### config.mk
export PLATFORM = sky130hd
export DESIGN_NAME = seg7_scan_driver
export DESIGN_NICKNAME = d
export VERILOG_FILES = /design/src/rtl/seg7_scan_driver.sv
export SDC_FILE = /design/constraint.sdc
export NUM_CORES = 1
export LEC_CHECK = 0
export CAP_MARGIN = 20
export CORE_AREA = 2 2 103 105
export CTS_CLUSTER_SIZE = 25
export DETAILED_ROUTE_END_ITERATION = 8
export DIE_AREA = 0 0 105 107
export PLACE_DENSITY = 0.75
export SLEW_MARGIN = 20
export SYNTH_ARGS = -nofsm -noshare
export SYNTH_HDL_FRONTEND = slang
export SYNTH_SLANG_ARGS = --single-unit
### constraint.sdc
create_clock -name clk -period 2.3 [get_ports clk]
set_clock_uncertainty 0.2 [all_clocks]
set_input_delay 0.345 -clock clk [delete_from_list [all_inputs] [get_ports clk]]
set_output_delay 0.345 -clock clk [all_outputs]
set_load 0.02 [all_outputs]
### src/rtl/seg7_scan_driver.sv
// seg7_scan_driver: multiplexed N-digit hex 7-seg driver with tear-free double buffer; LEADING_ZERO_BLANK_EN blanks leading zeros
module seg7_scan_driver #(
   parameter int NUM_DIGITS   = 8,
   parameter int REFRESH_DIV  = 100000,
   parameter int BLANK_CYCLES = 2
) (
   input  logic                    clk,
   input  logic                    reset,
   input  logic [4*NUM_DIGITS-1:0] value,
   input  logic                    load,
   input  logic [NUM_DIGITS-1:0]   dp_in,
   input  logic [NUM_DIGITS-1:0]   digit_en,
   output logic [NUM_DIGITS-1:0]   an,
   output logic [6:0]              seg,
   output logic                    dp,
   output logic                    frame_done
);
   localparam int cw = $clog2(REFRESH_DIV);
   localparam int iw = $clog2(NUM_DIGITS);
   localparam logic [15:0][6:0] hex_lut = {
      7'b0001110, 7'b0000110, 7'b0100001, 7'b1000110,
      7'b0000011, 7'b0001000, 7'b0010000, 7'b0000000,
      7'b1111000, 7'b0000010, 7'b0010010, 7'b0011001,
      7'b0110000, 7'b0100100, 7'b1111001, 7'b1000000};
   logic [cw-1:0]                  cnt;
   logic [iw-1:0]                  idx;
   logic [NUM_DIGITS-1:0][3:0]     shadow_val, pend_val;
   logic [NUM_DIGITS-1:0]          shadow_dp, pend_dp, supp;
   logic                           pend_flag, slot_end, wrap, dark;
   assign slot_end = cnt == cw'(REFRESH_DIV - 1);
   assign wrap     = slot_end && idx == iw'(NUM_DIGITS - 1);
   assign dark     = int'(cnt) < BLANK_CYCLES || !digit_en[idx] || supp[idx];
`ifdef LEADING_ZERO_BLANK_EN
   logic [NUM_DIGITS-1:0] lz_next;
   logic                  all_zero;
   always_comb begin
      lz_next  = '0;
      all_zero = 1'b1;
      for (int i = NUM_DIGITS - 1; i > 0; i--) begin
         all_zero   = all_zero && pend_val[i] == 4'h0;
         lz_next[i] = all_zero;
      end
   end
   // mask tracks the shadow, so it is captured on the same edge as the transfer
   always_ff @(posedge clk)
      if (reset) supp <= {{(NUM_DIGITS-1){1'b1}}, 1'b0};
      else if (wrap && pend_flag) supp <= lz_next;
`else
   assign supp = '0;
`endif
   always_ff @(posedge clk) begin
      if (reset) begin
         cnt        <= '0;
         idx        <= '0;
         frame_done <= 1'b0;
         shadow_val <= '0;
         shadow_dp  <= '0;
         pend_val   <= '0;
         pend_dp    <= '0;
         pend_flag  <= 1'b0;
         an         <= '1;
         seg        <= 7'h7F;
         dp         <= 1'b1;
      end else begin
         cnt        <= slot_end ? '0 : cnt + 1'b1;
         if (slot_end) idx <= wrap ? '0 : idx + 1'b1;
         frame_done <= wrap;
         if (load) begin
            pend_val <= value;
            pend_dp  <= dp_in;
         end
         // a load on the wrap edge keeps the flag set for the following frame
         pend_flag  <= load || (pend_flag && !wrap);
         if (wrap && pend_flag) begin
            shadow_val <= pend_val;
            shadow_dp  <= pend_dp;
         end
         an         <= dark ? '1 : ~(NUM_DIGITS'(1) << idx);
         seg        <= dark ? 7'h7F : hex_lut[shadow_val[idx]];
         dp         <= dark || !shadow_dp[idx];
      end
   end
endmodule

# ---- Word-level counts from Yosys, hierarchy flattened
# Memories as Yosys holds them, arrays and structs flattened. A register that Yosys moved wholly into a read port is not among the register bits.
# Index checks and enable logic that the tools add are counted.
dict set report word_totals {
  ff_bits 111
  n_memories 2
  word_cells 56
  output_inout_bits 17
  rom_bits 120
}
dict set report op_classes {
  mux 10
  n_reduce_logical 12
  bitwise 1
  add_sub_neg 2
  shifts 1
  eq_ne 2
  order_cmp 2
}
# name words width read_ports rd_clocked_by_memory_dff wr line_no
set memory_table {}
lappend memory_table {{(no name shown)} 16 7 1 1 0 79} ;# seg <= dark ? 7'h7F : hex_lut[shadow_val[idx]];
lappend memory_table {{(no name shown)} 8 1 1 1 0 32} ;# assign dark = int'(cnt) < BLANK_CYCLES || !digit_en[idx] || supp[idx];
# cell n
set ops {}
lappend ops {{adder 17 x 1 -> 17 bit, second input constant} 1}
lappend ops {{== test 17 bit, second input constant} 1}
lappend ops {{less-than comparator 17 x 2 -> 1 bit, second input constant} 1}
lappend ops {{binary-select mux 4 bit (select 3 bit)} 1}
lappend ops {{2-to-1 mux 3 bit} 3}
lappend ops {{NOT 8 bit} 1}
lappend ops {{left shift 1 x 3 -> 8 bit, first input constant} 1}
lappend ops {{binary-select mux 1 bit (select 3 bit)} 2}
lappend ops {{logical OR 1 bit} 4}
lappend ops {{less-than comparator 3 x 4 -> 1 bit, second input constant} 1}
lappend ops {{2-to-1 mux 4 bit} 1}
lappend ops {{OR reduction 2 bit} 2}
lappend ops {{adder 3 x 1 -> 3 bit, second input constant} 1}
lappend ops {{== test 3 bit, second input constant} 1}
lappend ops {{logical AND 1 bit} 3}
lappend ops {{logical NOT 1 bit} 3}
lappend ops {{2-to-1 mux 1 bit} 3}

# ---- Logic depth before layout (Yosys ltp)
dict set report logic_depth {
  ltp_word 6
  ltp_mapped 10
  ltp_nobuf 8
}

# ---- Worst setup path after synthesis
# No wires, ideal clock.
dict set report synth_timing {
  kind {register -> register}
  startpoint {register idx[0]}
  endpoint {register seg[3]}
  setup_ns 0.074
  n_path_buf 2
  path_stages_with_launch 9
  synth_period_minus_slack_ns 2.476
  setup_slack_ns -0.176
  arrival_time_ns 2.202
  cell_sequence {dfxtp_1 -> buf_2 -> buf_4 -> mux4_2 -> mux2_2 -> inv_1 -> ha_1 -> o211a_1 -> o21ai_0}
}
dict set report synth_via {
  elab_chain_len 6
  elab_cells_between_ends 8
  classes_between {4 x mux; 4 x reduce/logical}
}
# item line_no
set synth_rtl {}
lappend synth_rtl {{from (decl)} 26} ;# logic [iw-1:0] idx;
lappend synth_rtl {{from (signal assigned)} 66} ;# if (slot_end) idx <= wrap ? '0 : idx + 1'b1;
lappend synth_rtl {{binary-select mux 1 bit (select 3 bit)} 32}
lappend synth_rtl {{2-to-1 mux 1 bit (implied by the code)} 32}
lappend synth_rtl {{logical NOT 1 bit} 32}
lappend synth_rtl {{logical OR 1 bit (2 in series)} 32}
lappend synth_rtl {{OR reduction 2 bit (no line)} -}
lappend synth_rtl {{to (decl)} 14} ;# output logic [6:0] seg,
# Parallel ways exist; a longest one is shown, timed or not. The select of a mux whose other input is x is not followed.
# A chain may end at the register's enable or synchronous reset.

# ---- Final worst setup path
# Ends and elaborated chain as after synthesis.

==> results.py <==
metrics = {
    "outcome": {
        "status": "finished, final reports clean",
    },
    "placed_design": {
        "place_ws_ps": 48.0,
        "io_buffer_count": 67,
        "placed_area_mm2": 0.00570,
        "dp_hpwl_um": 6550,
        "gp_congestion": 0.881,
    },
    "worst_setup_path": {
        "crit_end": "seg[3]",
        "reg2reg_to": "seg[3]",
        "critPathSlowestCell": "mux4_2",
        "crit_arrival_ps": 2420,
        "critPathLaunchType": "flip-flop",
        "path_class": "reg -> reg",
        "worstSetupEndpointType": "flip-flop",
        "worstPathCellList": "mux4_2 -> mux2_4 -> inv_2 -> ha_1 -> o211a_1 -> o21ai_1",
        "regToRegStartpoint": "idx[0]",
        "cp_max_fo": 6,
        "slowest_delay_ps": 510,
        "cp-startpoint": "idx[0]",
        "r2r_cells": 6,
        "cp.required_ps": 2540,
        "r2r_slack_ps": 120,
    },
    "clocking": {
        "cts_tree": "yes",
        "h-tree-depth": 4,
        "cts.path.max_buffers": 2,
        "clkSinkCount": 118,
        "clk_latency_ps": 510,
        "clkTransAtPathRegs_ps": 60,
        "cts_buffers": 17,
        "cts_root_buffer": "clkbuf_8",
        "post_cts_buffers": 0,
    },
    "logic_synthesis": {
        "avgSynthCellArea_um2": 10.5,
        "synth-async-reset-ratio_pct": 0,
        "synth_seq_cells": 118,
        "ys.flop_type": "dfxtp_1",
        "synth_nets": 529,
        "yosys-top-cells-area": "dfxtp_1 (48%), mux2i_1 (17%), nor2_1 (7.7%)",
        "ys_seq_area_share_pct": 48.3,
        "synth-edff-count": 0,
        "yosysMostFrequentCell": "dfxtp_1",
        "syn_area_mm2": 0.00489,
        "synth_top_area_share_pct": 48.3,
        "synth_common_cells": "dfxtp_1 (118), nor2_1 (100), mux2i_1 (85), nand2_1 (20), ha_1 (13)",
        "synth_top_cell_by_area": "dfxtp_1",
        "yosysWarnings": 0,
        "synth.distinct_cells": 42,
        "synth_cells": 465,
    },
    "sta": {
        "finalCritPeriodShare_pct": 94.8,
        "worstMarginPinSlew_ps": 506,
        "period_needed_ps": 2180,
        "slew-limit-headroom_pct": 66.3,
        "slew_viol_final": 0,
        "setup_violations": 0,
        "fmax_mhz": 459,
        "layout_setup_ws_ps": 120,
        "finalSetupTns_ps": 0,
        "finalHoldViolations": 0,
    },
    "detailed_routing": {
        "post_drt_wl_per_cell_um": 14.2,
        "vias": 3492,
        "avgViaCountPerCell": 5.08,
        "detail_route.first_pass.iterations": 7,
        "drc": 0,
        "drtAntennaViolNets": 0,
        "first_iter_violations": 153,
        "routed_wl_um": 9730,
    },
    "finish": {
        "drive_above_1_share_pct": 15.2,
        "num-fill-cells": 847,
        "multiInputGateArea_mm2": 0.00233,
        "design_area_mm2": 0.00630,
        "nNetsFinal": 603,
        "area_delta_synth_final_pct": 28.9,
        "regArea_mm2": 0.00237,
        "n_antenna_cell": 0,
        "fin_util_pct": 62.5,
    },
    "global_routing": {
        "grt_pass1_vias": 3371,
        "grt_first_pass_wirelength_um": 16200,
        "gr-total-overflow": 0,
        "antenna_found_initial": 0,
        "grt_max_degree": 53,
        "gr-usage-all-layers_pct": 18.2,
    },
    "pwr": {
        "switching_share_pct": 20.9,
        "p_leak_nw": 2.83,
        "p_int_mw": 3.89,
        "combPwrFrac_pct": 5.3,
        "p_per_area_mw_per_mm2": 781,
        "p_sw_mw": 1.03,
        "p_seq_share_pct": 43.3,
        "p_clk_share_pct": 51.4,
        "ir_drop_mv": 0.549,
    },
    "die": {
        "fp.dieW_um": 105,
        "dieHeight_um": 107,
        "core_area_mm2": 0.0101,
        "start_util_pct": 48.5,
        "die_area_mm2": 0.0112,
        "rows": 37,
        "pin_count": 68,
    },
    "min_path": {
        "min_path_type": "in -> reg",
    },
    "run": {
        "max_cap_viol_count": 0,
    },
}
## state kept, by name (all words and copies together) (netlist names)
register	flops
an	8
dp	1
seg	7
shadow_val	32
pend_val	32
shadow_dp	8
pend_flag	1
frame_done	1
cnt	17
idx	3
pend_dp	8
## cell families (layout without fill, tap and decap cells)
| kind of cell | Yosys count | in the layout | synth area share (%) |
|---|---|---|---|
| buf+inv | 36 | 122 | 4.25 |
| simple gates | 165 | 165 | 15.4 |
| compound gates | 20 | 20 | 2.87 |
| xor+xnor | 15 | 15 | 2.69 |
| fa+ha+maj | 13 | 13 | 3.33 |
| flops | 118 | 118 | 48.3 |
| mux | 98 | 98 | 23.2 |
## per-layer routing
layer,track usage [%],routed length (um),part of all wire (%)
met5,0,0,0
met4,7.90,176,1.8
met3,4.56,397,4.1
met2,29.5,4660,48
met1,23.0,4490,46
## critical path: cells and delay by family (launching register included)
kind | cells | cell delay, ps
DFF | 1 | 410
buffers and inverters | 1 | 90
AOI/OAI and AO/OA | 2 | 340
muxes | 2 | 820
adders and majority gates | 1 | 250
## cells in the final DEF, fill, tap and decap left out, drive strengths merged, types with 3 or more instances in the layout
cell type,instances
mux4,12
nor3,4
inv,7
clkbuf,23
nand4,6
ha,13
nand3,11
a21oi,7
clkinvlp,3
mux2i,85
nor2,109
dfxtp,118
buf,18
xor2,9
nand2,20
clkdlybuf4s50,65
xnor2,6
o221ai,3
clkinv,3
and2,3
o211ai,3
and3,3
## final cells by class
| cell class | count | area share (%) |
|---|---|---|
| flip-flops and latches | 118 | 37.5 |
| multi-input cells | 311 | 37.0 |
| repair buffers | 84 | 13.2 |
| clock buffers | 23 | 7.56 |
| well taps | 136 | 2.70 |
| clock inverters | 8 | 1.55 |
| inverters | 7 | 0.417 |
## power groups by stage
stage / logic (mW) / registers (mW) / clock network, mW
4_1_cts: 0.262 / 2.13 / 2.58
5_1_grt: 0.284 / 2.14 / 2.64
3_3_place_gp: 0.253 / 2.18 / 0
2_1_floorplan: 0.132 / 2.17 / 0
6_report: 0.259 / 2.13 / 2.53
3_5_place_dp: 0.260 / 2.18 / 0
## how the worst min path moves through the flow
stage	startpoint	endpoint	depth (start not counted)
6_report	load	pend_dp[6]	4
5_1_grt	load	pend_flag	4
4_1_cts	load	pend_flag	4
3_5_place_dp	cnt[0]	cnt[0]	1
3_3_place_gp	cnt[0]	cnt[0]	1
2_1_floorplan	cnt[0]	cnt[0]	1
## stage by stage
stage                     cells  hold slack [ps]  power, mW
after global routing        687              204       5.06
final                       687              205       4.92
after global placement      655              258       2.43
after floorplan             465              239       2.31
after detailed placement    655              278       2.44
after CTS                   687              170       4.97
## timing repair
item | in CTS | in global routing
setup endpoints to repair | 0 | 37
gates resized for setup | 0 | 9
endpoints found under the hold margin | 2 | 0
hold buffers | 1 | 0
No activity file was read; power rests on OpenSTA's default activity.
